`src/rtl/muldiv_unit.sv`:
```
// muldiv_unit: iterative unsigned multiply/divide unit for the execute stage.
// A request accepted in IDLE runs for WIDTH iterations, then the unit spends
// one DONE cycle presenting the registered result. Latency is fixed at
// WIDTH+1 cycles from the accepting edge, for every op and operand value.
//
// Ports:
//   clk     rising-edge clock
//   reset   synchronous, active-high reset
//   start   request, sampled only in IDLE
//   op      00 MUL (low half), 01 MULHU (high half), 10 DIVU, 11 REMU
//   a, b    operands (multiplicand/dividend, multiplier/divisor)
//   busy    high in RUN and DONE; the core stalls on it
//   done    one-cycle pulse, result valid in that cycle
//   result  registered result, held until the next completion
//   zero    registered (result == 0)
module muldiv_unit #(
   parameter int WIDTH = 64,
   parameter int CNT_W = 7
) (
   input  logic             clk,
   input  logic             reset,
   input  logic             start,
   input  logic [1:0]       op,
   input  logic [WIDTH-1:0] a,
   input  logic [WIDTH-1:0] b,
   output logic             busy,
   output logic             done,
   output logic [WIDTH-1:0] result,
   output logic             zero
);

   typedef enum logic [1:0] {S_IDLE, S_RUN, S_DONE} state_t;

   state_t           state, state_n;
   logic [CNT_W-1:0] cnt;
   logic [1:0]       op_r;
   logic [WIDTH-1:0] a_r, b_r;
   // hi/lo form one shared shift register. Multiply: hi is the upper product
   // half (hi[WIDTH] is the add carry), lo starts as the multiplier and fills
   // with product low bits. Divide: hi is the partial remainder, lo starts as
   // the dividend and fills with quotient bits from the right.
   logic [WIDTH:0]   hi, hi_n;
   logic [WIDTH-1:0] lo, lo_n;
   logic [WIDTH:0]   mul_sum;
   logic [WIDTH:0]   div_shift, div_diff;
   logic             div_ge;
   logic [WIDTH-1:0] res_n;
   logic             last_iter;

   assign last_iter = (state == S_RUN) && (cnt == CNT_W'(1));

   // ---------------- FSM: state register ----------------
   always_ff @(posedge clk) begin
      if (reset) state <= S_IDLE;
      else       state <= state_n;
   end

   // ---------------- FSM: next state ----------------
   always_comb begin
      state_n = state;
      case (state)
         S_IDLE:  if (start) state_n = S_RUN;
         S_RUN:   if (last_iter) state_n = S_DONE;
         S_DONE:  state_n = S_IDLE;
         default: state_n = S_IDLE;
      endcase
   end

   // ---------------- FSM: outputs ----------------
   always_comb begin
      busy = (state != S_IDLE);
      done = (state == S_DONE);
   end

   // ---------------- one iteration of the datapath ----------------
   always_comb begin
      // Multiply step: conditional add into the upper half, then shift the
      // {carry, product} pair right by one.
      mul_sum   = hi + (lo[0] ? {1'b0, a_r} : '0);
      // Divide step: shift in the next dividend bit, trial-subtract divisor.
      div_shift = {hi[WIDTH-1:0], lo[WIDTH-1]};
      div_ge    = (div_shift >= {1'b0, b_r});
      div_diff  = div_shift - {1'b0, b_r};
      if (!op_r[1]) begin
         hi_n = {1'b0, mul_sum[WIDTH:1]};
         lo_n = {mul_sum[0], lo[WIDTH-1:1]};
      end else begin
         // b==0 always takes the subtract branch: quotient becomes all ones
         // and the remainder ends up holding the dividend, as required.
         hi_n = div_ge ? div_diff : div_shift;
         lo_n = {lo[WIDTH-2:0], div_ge};
      end
      // op[0] picks the high half (MULHU / remainder) over the low half.
      res_n = op_r[0] ? hi_n[WIDTH-1:0] : lo_n;
   end

   // ---------------- datapath registers ----------------
   always_ff @(posedge clk) begin
      if (reset) begin
         cnt    <= '0;
         op_r   <= '0;
         a_r    <= '0;
         b_r    <= '0;
         hi     <= '0;
         lo     <= '0;
         result <= '0;
         zero   <= 1'b1;
      end else begin
         if (state == S_IDLE && start) begin
            cnt  <= CNT_W'(WIDTH);
            op_r <= op;
            a_r  <= a;
            b_r  <= b;
            hi   <= '0;
            lo   <= op[1] ? a : b;
         end else if (state == S_RUN) begin
            cnt <= cnt - CNT_W'(1);
            hi  <= hi_n;
            lo  <= lo_n;
         end
         // The final iteration writes straight into the result register so
         // it is valid on entry to DONE.
         if (last_iter) begin
            result <= res_n;
            zero   <= (res_n == '0);
         end
      end
   end

endmodule
```
`config.mk`:
```
export PLATFORM = sky130hd
export DESIGN_NAME = muldiv_unit
export DESIGN_NICKNAME = d
export VERILOG_FILES = /design/src/rtl/muldiv_unit.sv
export SDC_FILE = /design/constraint.sdc
export NUM_CORES = 1
export LEC_CHECK = 0
export ABC_AREA = 1
export CORE_UTILIZATION = 40
export CTS_CLUSTER_DIAMETER = 200
export DETAILED_ROUTE_END_ITERATION = 8
export PLACE_DENSITY_LB_ADDON = 0.2
export SETUP_SLACK_MARGIN = 0.3
export SLEW_MARGIN = 30
export SYNTH_ARGS = -nofsm -noshare
export SYNTH_HDL_FRONTEND = slang
export SYNTH_SLANG_ARGS = --single-unit
export TNS_END_PERCENT = 10
```
`constraint.sdc`:
```
create_clock -name clk -period 3.15 [get_ports clk]
set_input_delay 0.63 -clock clk [delete_from_list [all_inputs] [get_ports clk]]
set_output_delay 0.63 -clock clk [all_outputs]
set_load 0.01 [all_outputs]
```
==> results.rst <==
.. list-table::
   :header-rows: 1

   * - Metric
     - Value
   * - FF-to-FF Start
     - lo[0]
   * - Hold path startpoint
     - a_r[16]
   * - Root buffer selected by CTS
     - sky130_fd_sc_hd__clkbuf_16
   * - Clock-pin slew of the registers on the worst-case setup and hold paths
     - 60 ps
   * - Clock Skews
     - 31.4 ps
   * - Clock tree from TritonCTS
     - built
   * - Die extent in x
     - ~260 um
   * - Number of violations reported at the end of detailed-routing iteration 0
     - 3,769
   * - Leakage power summed over all cells
     - 20.9 nW
   * - Maximum clock rate
     - about 0.29 GHz
   * - Total length of routed wires
     - 143,000 um
   * - Failing checks
     - negative setup slack
   * - Cells taking the most area after synthesis
     - sky130_fd_sc_hd__dfxtp_1 (25%), sky130_fd_sc_hd__nand2_1 (18%), sky130_fd_sc_hd__inv_1 (10%)
   * - GRT Overall Usage
     - 40.2%
   * - Critical path arrival
     - 3950 ps
   * - Critical path origin
     - lo[0]
   * - DRT antenna net count
     - 0
   * - Via total after detailed routing
     - roughly 36,000
   * - Number of cells produced by synthesis
     - roughly 4,700
   * - Global-route wire length before repair
     - 204,000 um
   * - Outcome
     - complete, but fails checks
   * - Count of final setup violators
     - 3
   * - Area of the core
     - 0.0670 mm2
   * - Count of hold buffers inserted by post-cts repair
     - 0
   * - Number of enable-type register cells in the synthesized netlist
     - 0
   * - CP startpoint kind
     - flip-flop
   * - Die Span Y
     - 262 um
   * - Part of the Yosys area used for sequential elements
     - 24.6%
   * - Number of rows in the core area
     - 95
   * - Total power divided by cell area
     - about 430 mW/mm2
   * - Final total power
     - 18.4 mW
   * - Netlist Area Pre-Place
     - 0.0271 mm2
   * - Gpl congestion
     - 1.04
   * - Maximum number of pins on one net before global-route repair
     - around 120
   * - # Max-Cap Violations
     - 0
   * - Die Area
     - 0.0687 mm2
   * - Synth warnings
     - 0
   * - Highest net fanout along the worst path
     - 12
   * - Nets@finish
     - between 6,000 and 7,000
   * - Time the worst path needs with I/O delays and setup
     - 3440 ps
   * - Ratio of routed vias to standard cells
     - 5.37
   * - Share of post-route cells with drive strength above 1
     - around a third
   * - Routed length on met3
     - between 15,000 and 20,000 um
   * - Unique cell type count in the Yosys netlist
     - 50
   * - Clock tree sinks
     - 333
   * - Length of routed wiring on met1
     - 66,000 um
   * - Met2 WL post-DR
     - 57,400 um
   * - Mean routed wirelength per cell
     - between 20 and 25 um
   * - Worst vdd rail ir drop
     - 0.432 mV
   * - Gr ovfl total
     - 0
   * - DR DRC count
     - 0
   * - Pins Over Slew Limit
     - 0
   * - HPWL after DPL
     - 115,000 um
   * - Post-synthesis to final-layout area growth
     - 58.9%
   * - Required time of the critical path
     - 3660 ps
   * - Max-slew headroom at the worst pin
     - 29.0%
   * - Initial antenna violation count
     - 4
   * - Vias in the first global route
     - 32,500
   * - Longest Clk Path Bufs
     - 3
   * - First-pass iteration count of the detailed router
     - 5
   * - # H-tree levels
     - 2
   * - Worst min-delay path category
     - reg2reg
   * - Final-report hold violation count
     - 0
   * - Number of synthesized register bits
     - 333
   * - Top sig layer
     - met5
   * - Fraction of registers with async set/reset
     - 0%
   * - Net count after synthesis
     - 4,954
   * - Initial Utilization
     - 40.4%
   * - Biggest area consumer among synthesized cells
     - sky130_fd_sc_hd__dfxtp_1
   * - Clk Latency, worst-skew pair
     - roughly 600 ps
   * - Tightest Pin Transition
     - 1050 ps
   * - Area share of the largest cell type after synthesis
     - 24.6%
   * - CP Class
     - reg2reg
   * - Number of buffer cells added on primary ports
     - 199
   * - Share of the core filled with cells
     - 64.2%
   * - Mapped Avg Cell Area
     - 5.77 um2
   * - Fill cells
     - 6,428
   * - Worst path setup slack after routing
     - -290 ps
   * - Clock buffers created by TritonCTS
     - 40
   * - Boundary pin count
     - 200
   * - RSZ-0062 raised after global routing
     - yes
   * - Final worst path period share
     - 109%
   * - Primary FF master, synth
     - sky130_fd_sc_hd__dfxtp_1
   * - Crit. End Element
     - flip-flop
[sequential cells by signal, indices dropped and copies added, names as in the netlist]
name    count
cnt         7
a_r        64
result     64
b_r        64
op_r        2
state       2
zero        1
lo         64
hi         65
[critical path: stages (launching register included)]
cell and delay [ps]:
sky130_fd_sc_hd__dfxtp_4 400, sky130_fd_sc_hd__buf_12 150, sky130_fd_sc_hd__buf_16 140, sky130_fd_sc_hd__nand2_1 90, sky130_fd_sc_hd__inv_2 60, sky130_fd_sc_hd__ha_4 300, sky130_fd_sc_hd__nand2_1 140, sky130_fd_sc_hd__nor2_2 140
sky130_fd_sc_hd__inv_1 110, sky130_fd_sc_hd__o21bai_2 210, sky130_fd_sc_hd__nor2_1 100, sky130_fd_sc_hd__nand2_2 140, sky130_fd_sc_hd__nand2_1 70, sky130_fd_sc_hd__nand3_1 190, sky130_fd_sc_hd__nand3_2 250, sky130_fd_sc_hd__nand2_1 150
sky130_fd_sc_hd__nand2_1 50, sky130_fd_sc_hd__nor2_1 80, sky130_fd_sc_hd__nand2_1 90, sky130_fd_sc_hd__nor2_4 160, sky130_fd_sc_hd__nand3_4 120, sky130_fd_sc_hd__nor2_2 100, sky130_fd_sc_hd__nand2_1 60, sky130_fd_sc_hd__nand2_1 70
[power breakdown]
part           internal [mW]  leakage [nW]  switching, mW
clock network           2.93         0.672           2.03
registers               4.53          2.74          0.227
logic                   3.78          17.5           4.96
[through the flow]
| stage | cells | setup TNS [ps] | setup slack, ps | cell area [um2] | hold slack, ps |
|---|---|---|---|---|---|
| after floorplan | 4689 | 0 | 308 | 27100 | 435 |
| after global placement | 6560 | -8420 | -753 | 37100 | 452 |
| after detailed placement | 6560 | -8150 | -697 | 37100 | 455 |
| after CTS | 6655 | -197 | -197 | 41200 | 464 |
| after global routing | 6694 | -1330 | -394 | 43000 | 482 |
| final | 6694 | -331 | -290 | 43000 | 465 |
[cell usage in the layout (no fill, tap or decap), drive strengths merged]
cell type / n
a211oi: 17
a21boi: 2
a21o: 9
a21oi: 353
a22oi: 7
a31oi: 36
and2: 3
and3: 1
buf: 1048
bufinv: 6
clkbuf: 51
clkdlybuf4s50: 198
clkinv: 14
dfxtp: 333
diode: 1
fa: 2
ha: 130
inv: 773
mux2: 9
mux2i: 3
nand2: 1320
nand3: 318
nand3b: 25
nand4: 81
nor2: 474
nor3: 51
nor3b: 1
nor4: 3
o2111ai: 1
o211a: 12
o211ai: 69
o21a: 12
o21ai: 359
o21bai: 33
o22ai: 13
o41ai: 1
or2: 38
xnor2: 7
xor2: 7
[layer usage]
layer	global-route usage, %	vias up
met4	11.2	6
met3	9.18	182
met2	56.7	1645
li1	-	17300
met1	59.9	16800
met5	0	-
[final cells by class]
type	instances	area [um2]	share of cell area [%]
timing repair buffer	1248	10300	24.0
clock inverter	20	280	0.651
antenna	1	2.50	0.00582
clock buffer	49	1070	2.50
sequential	333	6700	15.6
multi-input combinational	3397	20600	47.9
tap	873	1090	2.54
inverter	773	2920	6.80
[synth_stat cells (7+ instances only)]
library cell and count:
sky130_fd_sc_hd__inv_1 752, sky130_fd_sc_hd__a21o_1 9, sky130_fd_sc_hd__nor2_1 463, sky130_fd_sc_hd__nand2_1 1311, sky130_fd_sc_hd__nand4_1 81, sky130_fd_sc_hd__clkbuf_1 135, sky130_fd_sc_hd__nand2_2 8, sky130_fd_sc_hd__o21bai_1 33
sky130_fd_sc_hd__o21ai_1 7, sky130_fd_sc_hd__mux2_2 9, sky130_fd_sc_hd__o22ai_1 13, sky130_fd_sc_hd__inv_2 18, sky130_fd_sc_hd__ha_1 130, sky130_fd_sc_hd__nand3_1 317, sky130_fd_sc_hd__a22oi_1 7, sky130_fd_sc_hd__o211a_1 12
sky130_fd_sc_hd__or2_2 36, sky130_fd_sc_hd__a211oi_1 17, sky130_fd_sc_hd__o21ai_0 352, sky130_fd_sc_hd__nand3b_1 25, sky130_fd_sc_hd__buf_1 33, sky130_fd_sc_hd__a21oi_1 353, sky130_fd_sc_hd__nor2_2 8, sky130_fd_sc_hd__buf_6 9
sky130_fd_sc_hd__xnor2_1 7, sky130_fd_sc_hd__o211ai_1 68, sky130_fd_sc_hd__a31oi_1 36, sky130_fd_sc_hd__dfxtp_1 333, sky130_fd_sc_hd__o21a_1 12, sky130_fd_sc_hd__xor2_1 7, sky130_fd_sc_hd__nor3_1 50
[repair_timing]
item                       CTS  global route
resized for setup          546           409
cloned                       2             2
setup buffers               24            36
setup endpoints to repair  108           106
pin swaps                   81           116
[worst paths after layout]
check	endpoint	slack, ps	cells past startpoint
worst max-delay path	zero	-290	23
worst max register to register	zero	-290	23
worst min register to register	a_r[16]	470	2
worst min-delay path	a_r[16]	470	2
[kinds of logic after synthesis]
logic type      after synthesis  share of synthesized area, %
buf+inv                     959                          13.6
xor+xnor                     14                         0.453
simple gates               2315                          35.7
flops                       333                          24.6
compound gates              924                          19.0
mux                          12                         0.485
fa+ha+maj                   132                          6.16
Note: power is estimated with default switching activity, not from simulation.
